## src/rtl/da_dct_pkg.sv

```systemverilog
// -----------------------------------------------------------------------------
// da_dct_pkg
// Shared constants and state type for the distributed-arithmetic DCT
// controller.
//   DW      : sample width, which is also the number of bit-plane iterations
//   RW      : ROM coefficient width (signed fixed point)
//   AW      : accumulator and result width
//   state_e : controller states IDLE / RUN / HOLD
// -----------------------------------------------------------------------------
package da_dct_pkg;

  localparam int DW = 16;
  localparam int RW = 16;
  // Two guard bits above DW+RW keep the shift-accumulate free of overflow.
  localparam int AW = DW + RW + 2;

  typedef enum logic [1:0] {
    IDLE = 2'd0,
    RUN  = 2'd1,
    HOLD = 2'd2
  } state_e;

endpackage

```

## src/rtl/da_accum.sv

```systemverilog
// -----------------------------------------------------------------------------
// da_accum
// Shift-accumulate datapath for one distributed-arithmetic sum. When enabled,
// each cycle computes acc = (acc << 1) +/- sext(rom_data).
// Ports:
//   clk, rst_n : clock and synchronous active-low reset
//   clear      : zero the accumulator; wins over enable
//   enable     : perform one shift-accumulate step
//   subtract   : subtract the coefficient instead of adding it (sign plane)
//   rom_data   : signed coefficient from the ROM
//   acc        : signed accumulator value
// -----------------------------------------------------------------------------
module da_accum #(
  parameter int RW = da_dct_pkg::RW,
  parameter int AW = da_dct_pkg::AW
) (
  input  logic                 clk,
  input  logic                 rst_n,
  input  logic                 clear,
  input  logic                 enable,
  input  logic                 subtract,
  input  logic        [RW-1:0] rom_data,
  output logic signed [AW-1:0] acc
);

  logic signed [AW-1:0] coef_ext;

  assign coef_ext = {{(AW-RW){rom_data[RW-1]}}, rom_data};

  // NOTE: reset is sampled on the clock edge (synchronous), so it is not in
  // the sensitivity list; sequential state is written only with <=.
  always_ff @(posedge clk) begin
    if (!rst_n) begin
      acc <= '0;
    end else if (clear) begin
      acc <= '0;
    end else if (enable) begin
      acc <= subtract ? (acc <<< 1) - coef_ext : (acc <<< 1) + coef_ext;
    end
  end

endmodule

```

## src/rtl/da_dct_ctrl.sv

```systemverilog
// -----------------------------------------------------------------------------
// da_dct_ctrl
// Distributed-arithmetic controller: accepts three signed samples, walks
// their bit planes MSB first, addresses a coefficient ROM with one bit of
// each sample per cycle and accumulates the ROM output into a signed result.
// Ports:
//   clk, rst_n          : clock and synchronous active-low reset
//   clr                 : synchronous abort back to IDLE, result dropped
//   in_valid, in_ready  : sample-set handshake
//   x1, x2, x3          : signed samples
//   rom_cs, rom_addr    : ROM chip select and address {x1[b],x2[b],x3[b]}
//   rom_data            : signed ROM coefficient (combinational from rom_addr)
//   out_valid, out_ready: result handshake
//   out_data            : signed result
//   busy                : high whenever the controller is not IDLE
// -----------------------------------------------------------------------------
module da_dct_ctrl #(
  parameter int DW = da_dct_pkg::DW,
  parameter int RW = da_dct_pkg::RW,
  parameter int AW = da_dct_pkg::AW
) (
  input  logic                 clk,
  input  logic                 rst_n,
  input  logic                 clr,
  input  logic                 in_valid,
  output logic                 in_ready,
  input  logic        [DW-1:0] x1,
  input  logic        [DW-1:0] x2,
  input  logic        [DW-1:0] x3,
  output logic                 rom_cs,
  output logic        [2:0]    rom_addr,
  input  logic        [RW-1:0] rom_data,
  output logic                 out_valid,
  input  logic                 out_ready,
  output logic signed [AW-1:0] out_data,
  output logic                 busy
);

  import da_dct_pkg::state_e;
  import da_dct_pkg::IDLE;
  import da_dct_pkg::RUN;
  import da_dct_pkg::HOLD;

  localparam int BW = (DW > 1) ? $clog2(DW) : 1;

  state_e               state;
  logic [BW-1:0]        b;
  logic [DW-1:0]        x1_s;
  logic [DW-1:0]        x2_s;
  logic [DW-1:0]        x3_s;
  logic                 ready_en;
  logic                 accept;
  logic                 in_run;
  logic                 sign_plane;
  logic signed [AW-1:0] acc;

  // ready_en stays low for the first cycle after reset release so nothing is
  // accepted while the ROM output is still gated.
  assign in_ready   = (state == IDLE) && ready_en && !clr;
  assign accept     = in_valid && in_ready;
  assign in_run     = (state == RUN);
  assign sign_plane = (b == BW'(DW - 1));

  assign rom_cs   = in_run;
  assign rom_addr = in_run ? {x1_s[b], x2_s[b], x3_s[b]} : 3'd0;

  // clr suppresses out_valid in its own cycle so an abort can never complete
  // a result handshake.
  assign out_valid = (state == HOLD) && !clr;
  assign out_data  = acc;
  assign busy      = (state != IDLE);

  always_ff @(posedge clk) begin
    if (!rst_n) begin
      state    <= IDLE;
      b        <= '0;
      x1_s     <= '0;
      x2_s     <= '0;
      x3_s     <= '0;
      ready_en <= 1'b0;
    end else begin
      ready_en <= 1'b1;
      if (clr) begin
        state <= IDLE;
      end else begin
        case (state)
          IDLE: begin
            if (accept) begin
              x1_s  <= x1;
              x2_s  <= x2;
              x3_s  <= x3;
              b     <= BW'(DW - 1);
              state <= RUN;
            end
          end
          RUN: begin
            if (b == '0) begin
              state <= HOLD;
            end else begin
              b <= b - 1'b1;
            end
          end
          HOLD: begin
            if (out_ready) begin
              state <= IDLE;
            end
          end
          default: state <= IDLE;
        endcase
      end
    end
  end

  da_accum #(
    .RW (RW),
    .AW (AW)
  ) u_accum (
    .clk      (clk),
    .rst_n    (rst_n),
    .clear    (clr || accept),
    .enable   (in_run),
    .subtract (sign_plane),
    .rom_data (rom_data),
    .acc      (acc)
  );

endmodule
```

## config.mk

```make
export PLATFORM = sky130hd
export DESIGN_NAME = da_dct_ctrl
export DESIGN_NICKNAME = d
export VERILOG_FILES = /design/src/rtl/da_dct_pkg.sv /design/src/rtl/da_accum.sv /design/src/rtl/da_dct_ctrl.sv
export SDC_FILE = /design/constraint.sdc
export NUM_CORES = 1
export LEC_CHECK = 0
export BUFFER_PORTS_ARGS = -buffer_cell sky130_fd_sc_hd__buf_2
export CORE_ASPECT_RATIO = 0.5
export CORE_MARGIN = 5
export CORE_UTILIZATION = 59
export CTS_CLUSTER_SIZE = 28
export DETAILED_ROUTE_END_ITERATION = 10
export PLACE_DENSITY = 0.8
export SETUP_SLACK_MARGIN = 0.2
export SLEW_MARGIN = 30
export SYNTH_ARGS = -nofsm -noshare
export SYNTH_HDL_FRONTEND = slang
export SYNTH_SLANG_ARGS = --single-unit
```

## constraint.sdc

```tcl
create_clock -name clk -period 4.64 [get_ports clk]
set_clock_uncertainty 0.2 [all_clocks]
set_input_delay 0.696 -clock clk [delete_from_list [all_inputs] [get_ports clk]]
set_output_delay 0.696 -clock clk [all_outputs]
set_load 0.01 [all_outputs]
```

; ---- Word-level counts from Yosys, hierarchy flattened
; Cells that the tools add are included.
[op_classes]
add_sub_neg = 3
reduce_logical = 15
muxes = 16
shift = 0
bitwise = 2
order_cmp = 1
n_div = 0
eq_ne = 7
mul = 0
[ops]
columns = op, n
row1 = 34-bit by 16-bit adder with 34-bit output, 1
row2 = 34-bit 2-to-1 mux, 1
row3 = 34-bit by 16-bit subtractor with 34-bit output, 1
row4 = 1-bit binary-select mux with 4-bit select, 3
row5 = 4-bit 2-to-1 mux, 2
row6 = 4-bit one-hot mux with 2 select lines, 1
row7 = 2-bit 2-to-1 mux, 3
row8 = 2-bit != test (second input constant), 3
row9 = 2-bit one-hot mux with 3 select lines, 1
row10 = 3-bit AND reduction, 2
row11 = 4-bit by 5-bit less-than comparator with 1-bit output (second input constant), 1
row12 = 4-bit equality test (second input constant), 1
row13 = 1-bit logical AND, 4
row14 = 4-bit logical NOT, 1
row15 = 1-bit 2-to-1 mux, 4
row16 = 4-bit AND reduction, 1
row17 = 2-bit nonzero test, 2
row18 = 2-bit OR reduction, 2
row19 = 4-bit by 1-bit subtractor with 4-bit output (second input constant), 1
row20 = 3-bit 2-to-1 mux, 1
row21 = 2-bit by 1-bit equality test with 1-bit output (second input constant), 1
row22 = 2-bit equality test (second input constant), 1
row23 = 2-bit logical NOT, 1
row24 = 2-bit by 1-bit != test with 1-bit output (second input constant), 1
row25 = other kinds (3), 4
[totals]
n_memories = 0
wordCells = 51
output_inout_bits = 41
ramBits = 0
in_bits = 69
latchBits = 0
rom_bits = 0
reg_bits = 89

; ---- Logic depth before layout (Yosys ltp)
; Gate-level depths: netlist of run 1.
[logic_depth]
word_depth = 6
depth_mapped = 13

; ---- Hierarchy
; Synthesis of run 1 repeated with hierarchy kept, for this count alone.
[unflattened]
cells_unflattened = 1012
hier_area_um2 = 7614.8
[modules_own_cells]
columns = mod, cells_each, seq_area_each_um2, instances, area_each_um2
row1 = da_accum, 704, 680.7, 1, 5116.2
row2 = da_dct_ctrl, 308, 1101.1, 1, 2498.6

; ---- Least setup slack after synthesis of run 1
; No wires, ideal clock.
[synth_path]
path_kind = input-to-reg
startpoint = input rom_data[15]
endpoint = register u_accum.acc[28]
cell_stages = 13
setup_ns = 0.136
arrival_time_ns = 3.153
setup_slack_ns = 1.151
n_path_buf = 1
required_ns = 4.304
cell_sequence = inv_1 ha_1 buf_6 and3_4 o21a_1 a311oi_2 o311ai_4 o21bai_4 o21ai_2 a311o_1 o31ai_2 xnor2_1 a21oi_1
[synth_via]
elab_chain_cells = 2
elab_cells_between_ends = 3
[synth_lines]
columns = element, line_no
row1 = start: declaration, da_dct_ctrl.sv:32  ; input logic [RW-1:0] rom_data,
row2 = 34-bit by 16-bit adder with 34-bit output or 34-bit by 16-bit subtractor with 34-bit output (tied branches), da_accum.sv:38  ; acc <= subtract ? (acc <<< 1) - coef_ext : (acc <<< 1) + coef_ext;
row3 = 34-bit 2-to-1 mux (*), da_accum.sv:38
row4 = end signal: assignment, da_accum.sv:38
row5 = end: declaration, da_accum.sv:23  ; output logic signed [AW-1:0] acc
; Every way passes the cells marked *; elsewhere a longest branch is shown, timed or not.
; A chain may end at the register's enable or synchronous reset.

; ---- Final worst setup path of run 1
[layout_path]
startpoint = input rom_data[15]
endpoint = register u_accum.acc[31]
; The elaborated chain is that of the path after synthesis.

==> impl_metrics.json, run 1 <==
{
  "post_cts_resized": 0,
  "insertion_delay_ps": 350,
  "fin_ws_ps": 1040,
  "cp-start-kind": "primary input",
  "finalSetupTns_ps": 0,
  "whs_path_depth": 2,
  "r2r_slack_ps": 1170,
  "grt_usage_pct": 26.9,
  "syn_nets": 1078,
  "grt_pass1_wl_um": 33000,
  "stdcell_area_sq_um": 8110,
  "synth-edff-count": 0,
  "antenna_found_initial": 0,
  "htreeDepth": 3,
  "timing.fmax_ghz": 0.278,
  "place_area_sq_um": 7810,
  "coreArea_sq_um": 11900,
  "design.portCount": 110,
  "drive_gt1_share_pct": 17.5,
  "postRouteAntennaNets": 0,
  "vias": 7085,
  "arrival_ps": 3640,
  "cts_setup_buffers": 0,
  "hold_buffers": 0,
  "p_per_area_nw_per_um2": 223,
  "worst_pin_slew_ps": 755,
  "grt_max_degree": 55,
  "syn_inst": 941,
  "synthArstFlopShare_pct": 0,
  "maxSlewViolCount": 0,
  "cts_buffers": 9,
  "area_growth_pct": 12.3,
  "startpoint": "rom_data[15]",
  "dpl.cell_count": 1166,
  "syn_area_sq_um": 7220,
  "cts_buffer_depth": 2,
  "holdPathEnd": "x3_s[7]$_SDFFE_PN0P_",
  "min_period_ps": 3600,
  "power_leakage_nw": 3.46,
  "grt-ovfl-total": 0,
  "fin_nets": 1149,
  "worstPathMaxFanout": 12,
  "die_h_um": 88.2,
  "maxCapViolCount": 0,
  "diodes": 0,
  "synth-seq-area-share_pct": 24.7,
  "dieArea_sq_um": 14700,
  "clk_pin_slew_ps": 70,
  "dp_hpwl_um": 14400,
  "outcome": "completed",
  "final_cell_count_no_fill": 1182,
  "avgSynthCellArea_sq_um": 7.67,
  "fin_hold_ws_ps": 259,
  "r2r_start": "u_accum.acc[13]$_SDFFE_PP0P_",
  "initial_core_util_pct": 60.6,
  "ff2ff_path_depth": 11,
  "rsz0062_at_grt": "false",
  "yosys_warnings": 0,
  "vias_per_cell": 5.99,
  "finalCritPeriodShare_pct": 77.6,
  "cts_sinks": 89,
  "clockRootBuffer": "clkbuf_16",
  "cp.required_ps": 4680,
  "hp-start": "x3_s[7]$_SDFFE_PN0P_",
  "rows": 28,
  "relSlewSlack_pct": 49.6,
  "final-hold-violation-count": 0,
  "final_util_pct": 68.1,
  "setup_viol": 0,
  "cts_tree": "yes",
  "vdd_drop_max_uv": 182,
  "grt_pass1_vias": 6784,
  "port_buffers": 109,
  "drt_iter0_drc": 514,
  "finalPower_mw": 1.81,
  "drc_errors": 0,
  "r2r-end": "u_accum.acc[31]$_SDFFE_PP0P_",
  "synth_ff_type": "dfxtp_1",
  "hp-class": "reg2reg",
  "ys_types": 79,
  "fillers": 1048,
  "routed_wl_um": 19800,
  "endpoint_kind": "flip-flop",
  "synth-seq-cells": 89,
  "chipWidth_um": 166,
  "dr.pass1.iters": 5,
  "crit_type": "in2reg",
  "dp_slack_ps": 723,
  "wire_per_inst_um": 16.8,
  "place.gp.congestion": 0.957
}
[flip-flops by register name, indices dropped and copies added, names as in the netlist]
register,cells
u_accum.acc,34
x1_s,16
x2_s,16
x3_s,16
b,4
state,2
ready_en,1
[cell usage after synthesis (9+ instances only)]
cell type	n	area share (%)
nor2b_1	9	0.78
nand3_1	23	1.6
nand2b_1	9	0.78
nand4_1	9	0.78
inv_1	45	2.3
mux4_2	15	4.7
a211oi_1	23	2.4
nand2_1	154	8.0
a21boi_0	50	5.2
dfxtp_1	89	25
clkbuf_1	43	2.2
xnor2_1	24	2.9
ha_1	66	11
o21ai_0	40	2.8
a21oi_1	91	6.3
o21bai_1	11	1.1
nor2_1	62	3.2
nor3_1	21	1.5
a31oi_1	14	1.2
buf_2	11	0.76
[per-layer routing]
layer	routed length, um	GRT usage, %	vias to the layer above
met4	332	7.72	0
li1	-	-	3485
met5	0	0	-
met3	1320	5.22	35
met1	8990	35.0	3294
met2	9170	46.4	271
[cell type report]
| class | count | area (sq um) | area share (%) |
|---|---|---|---|
| multi-input combinational | 743 | 5000 | 61.7 |
| sequential | 89 | 1780 | 22.0 |
| timing repair buffer | 122 | 643 | 7.93 |
| clock buffer | 10 | 229 | 2.82 |
| tap | 165 | 206 | 2.55 |
| inverter | 47 | 176 | 2.17 |
| clock inverter | 6 | 72.6 | 0.895 |
[report_power, final]
group / internal [mW] / switching [mW]
logic: 0.0976 / 0.148
clock network: 0.425 / 0.344
registers: 0.781 / 0.0136
[worst max-delay path, cell delays in order]
cell and delay, ps:
buf_2 90, inv_1 90, ha_1 550, and2b_1 250, nor2_1 250, nand2_1 160, o31ai_1 470, a21oi_1 200
a41oi_1 370, o21ai_0 140, o221ai_1 110, mux2i_1 210, nand2_1 60
[how the worst max path moves through the flow]
| stage | to | depth (start not counted) |
|---|---|---|
| after global routing | u_accum.acc[30]$_SDFFE_PP0P_ | 14 |
| after CTS | u_accum.acc[28]$_SDFFE_PP0P_ | 14 |
| after floorplan | u_accum.acc[28]$_SDFFE_PP0P_ | 13 |
| final | u_accum.acc[31]$_SDFFE_PP0P_ | 13 |
| after global placement | u_accum.acc[31]$_SDFFE_PP0P_ | 13 |
| after detailed placement | u_accum.acc[28]$_SDFFE_PP0P_ | 14 |
[cells in the final DEF, fill, tap and decap left out, drive strengths merged, types with 7 or more instances in the layout]
cell,count
a211oi,24
a31oi,14
o21bai,12
o31ai,9
nor4,9
nand4,9
nand2,154
and2,7
o21ai,45
nand2b,9
xnor2,24
mux4,15
a21oi,91
nor2b,9
a21o,10
inv,49
nor3,21
o211ai,9
buf,122
a21boi,51
clkbuf,10
nand3,24
ha,66
dfxtp,89
nor2,62
[cell families (layout without fill, tap and decap cells)]
family	after synthesis	after routing	share of synthesized area, %
and+or+nand+nor	329	329	20.8
muxes	19	19	5.25
AOI/OAI and AO/OA	297	297	27.6
buffers and inverters	109	185	6.06
adders and majority gates	68	68	12.0
DFF	89	89	24.7
xor gates and xnor gates	30	30	3.64
Power figures use the tool's default switching activity.
==> inputs of run 2 (changes only) <==
--- a/config.mk
+++ b/config.mk
@@ -5,10 +5,11 @@
 export SDC_FILE = /design/constraint.sdc
 export NUM_CORES = 1
 export LEC_CHECK = 0
+export ABC_AREA = 1
 export BUFFER_PORTS_ARGS = -buffer_cell sky130_fd_sc_hd__buf_2
 export CORE_ASPECT_RATIO = 0.5
 export CORE_MARGIN = 5
-export CORE_UTILIZATION = 59
+export CORE_UTILIZATION = 60
 export CTS_CLUSTER_SIZE = 28
 export DETAILED_ROUTE_END_ITERATION = 10
 export PLACE_DENSITY = 0.8
==> constraint.sdc (replaced) <==
create_clock -name clk -period 3.7 [get_ports clk]
set_clock_uncertainty 0.2 [all_clocks]
set_input_delay 0.555 -clock clk [delete_from_list [all_inputs] [get_ports clk]]
set_output_delay 0.555 -clock clk [all_outputs]
set_load 0.01 [all_outputs]
==> run 2 against run 1 <==
  * Combinational power rose by 69%
  * Largest power group is now the clock network
  * Critical path type unchanged
  * Critical path depth grew 2
  * Hold slack lost 7.2 ps
  * Synthesized cell count grew 58%
  * Cell count increased by 50%
==> impl_metrics.json, run 2 <==
{
  "outcome": "completed",
  "largest_register_ffs": 34,
  "cp-start-kind": "primary input",
  "clk_pin_slew_ps": 80,
  "synthArstFlopShare_pct": 0,
  "postRouteAntennaNets": 0,
  "synth_commonest_cells": "418 x nand2_1, 234 x inv_1, 155 x nor2_1",
  "p_int_mw": 1.66,
  "final_common_cell": "nand2_1",
  "r2r_slack_ps": 910,
  "hp-class": "in2reg",
  "synth-edff-count": 0,
  "cts_buffers": 9,
  "synth-seq-area-share_pct": 20.9,
  "dp_hpwl_um": 22100,
  "syn_inst": 1491,
  "pwr-share-clk_pct": 41.6,
  "vias": 9936,
  "grt_usage_pct": 33.9,
  "r2r-end": "u_accum.acc[25]$_SDFFE_PP0P_",
  "dpl.cell_count": 1751,
  "port_buffers": 109,
  "fin_hold_ws_ps": 252,
  "design.portCount": 110,
  "die_h_um": 94.3,
  "drive_gt1_share_pct": 11.1,
  "dp_slack_ps": 330,
  "yosysTopAreaCellShare_pct": 20.9,
  "wire_per_inst_um": 16.4,
  "place_area_sq_um": 9130,
  "final_util_pct": 68.7,
  "crit_type": "in2reg",
  "r2r_start": "u_accum.acc[0]$_SDFFE_PP0P_",
  "synth_ff_type": "dfxtp_1",
  "cts_setup_buffers": 0,
  "final_cell_count_no_fill": 1768,
  "insertion_delay_ps": 350,
  "holdPathEnd": "state[0]$_SDFFE_PP0P_",
  "clockRootBuffer": "clkbuf_16",
  "maxCapViolCount": 0,
  "coreArea_sq_um": 13700,
  "maxSlewViolCount": 0,
  "cts_sinks": 89,
  "arrival_ps": 3200,
  "hp-start": "clr",
  "routed_wl_um": 28900,
  "cts_tree": "yes",
  "grt-ovfl-total": 0,
  "worstPathMaxFanout": 16,
  "whs_path_depth": 2,
  "dieArea_sq_um": 16800,
  "worst_pin_slew_ps": 767,
  "drt_iter0_drc": 958,
  "cts_buffer_depth": 2,
  "grt_pass1_vias": 9136,
  "stdcell_area_sq_um": 9440,
  "rows": 30,
  "antenna_found_initial": 1,
  "ys_types": 41,
  "sw_frac_of_total_pct": 31.8,
  "power_frac_seq_pct": 41.3,
  "avgSynthCellArea_sq_um": 5.72,
  "grt_pass1_wl_um": 45700,
  "dr.pass1.iters": 6,
  "syn_area_sq_um": 8520,
  "p_comb_share_pct": 17.1,
  "largest_register": "u_accum.acc",
  "finalCritPeriodShare_pct": 85.4,
  "power_leakage_nw": 5.19,
  "initial_core_util_pct": 62.0,
  "relSlewSlack_pct": 48.8,
  "finalPower_mw": 2.43,
  "grt_max_degree": 74,
  "fin_ws_ps": 538,
  "final-hold-violation-count": 0,
  "yosys_warnings": 0,
  "rsz0062_at_grt": "false",
  "endpoint_kind": "flip-flop",
  "yosysMostFrequentCell": "nand2_1",
  "chipWidth_um": 179,
  "timing.fmax_ghz": 0.316,
  "final_cell_mix": "417 x nand2_1, 234 x inv_1, 154 x nor2_1",
  "p_per_area_nw_per_um2": 257,
  "fin_nets": 1707,
  "vias_per_cell": 5.62,
  "drc_errors": 0,
  "syn_nets": 1628,
  "ff2ff_path_depth": 17,
  "finalSetupTns_ps": 0,
  "place.gp.congestion": 1.08,
  "htreeDepth": 3,
  "synth-seq-cells": 89,
  "vdd_drop_max_uv": 235,
  "min_period_ps": 3160,
  "synthTopCellsByArea": "dfxtp_1 21%, nand2_1 18%, inv_1 10%",
  "area_growth_pct": 10.8,
  "cp.required_ps": 3740,
  "yosys.area.top_type": "dfxtp_1",
  "p_sw_mw": 0.773,
  "setup_viol": 0
}
run 2: changes by cell type in the layout (fill, tap and decap cells not counted), moves of 48 or more:
| cell | change |
|---|---|
| a21boi_0 | -48 |
| a21oi_1 | +53 |
| inv_1 | +189 |
| nand2_1 | +263 |
| nand3_1 | +79 |
| nor2_1 | +92 |
| o21ai_0 | +63 |
run 2: repair_timing:
action | in CTS | in global routing
gates resized for setup | 0 | 1
hold buffers | 0 | 0
endpoints found under the setup margin | 0 | 1
run 2: kinds of logic after synthesis:
logic type	count (synthesis)	share of synthesized area (%)
simple gates	727	35.2
compound gates	299	18.7
buf+inv	297	13.9
flops	89	20.9
fa+ha+maj	68	10.2
xor+xnor	11	1.13
run 2: area by class of cell:
class / instances / area (sq um)
multi-input cells: 1105 / 5560
repair buffers: 120 / 628
diodes: 1 / 2.50
well taps: 192 / 240
clock buffers: 10 / 229
fillers: 1313 / 4300
flip-flops and latches: 89 / 1780
clock inverters: 6 / 75.1
inverters: 245 / 923
run 2: layer usage:
| metal | share of wire (%) | track usage [%] | vias to the layer above |
|---|---|---|---|
| li1 | - | - | 4872 |
| met1 | 40 | 43.3 | 4422 |
| met2 | 45 | 57.2 | 562 |
| met3 | 12 | 9.09 | 78 |
| met4 | 2.3 | 8.04 | 2 |
| met5 | 0.045 | 0 | - |
run 2: power groups by stage:
stage / Clock [mW] / Combinational [mW] / Sequential [mW]
after floorplan: 0 / 0.277 / 1.02
after global placement: 0 / 0.395 / 1.02
after detailed placement: 0 / 0.403 / 1.02
after CTS: 1.01 / 0.406 / 1.00
after global routing: 1.06 / 0.460 / 1.00
final: 1.01 / 0.415 / 1.00
run 2: how the worst max path moves through the flow:
stage	slack [ps]	to	start	cells after the start
floorplan	1130	u_accum.acc[23]$_SDFFE_PP0P_	rom_data[15]	15
finish	540	u_accum.acc[23]$_SDFFE_PP0P_	rom_data[15]	15
global route	410	rom_addr[0]	b[1]$_SDFFE_PN0P_	7
global placement	360	u_accum.acc[23]$_SDFFE_PP0P_	rom_data[15]	15
CTS	480	rom_addr[0]	b[0]$_SDFFE_PN0P_	8
detailed placement	330	u_accum.acc[31]$_SDFFE_PP0P_	rom_data[15]	17
run 2: critical path, cell delays in order:
cell     delay, ps
buf_2          100
inv_1          470
ha_1           450
inv_1          120
nand2_1        120
o21ai_0        490
nand2_1        100
nand2_1        200
inv_1           70
nand3_1         80
nand2_1        100
nand3_1        110
nand2_1         50
nor2_1         130
nor2_1          50
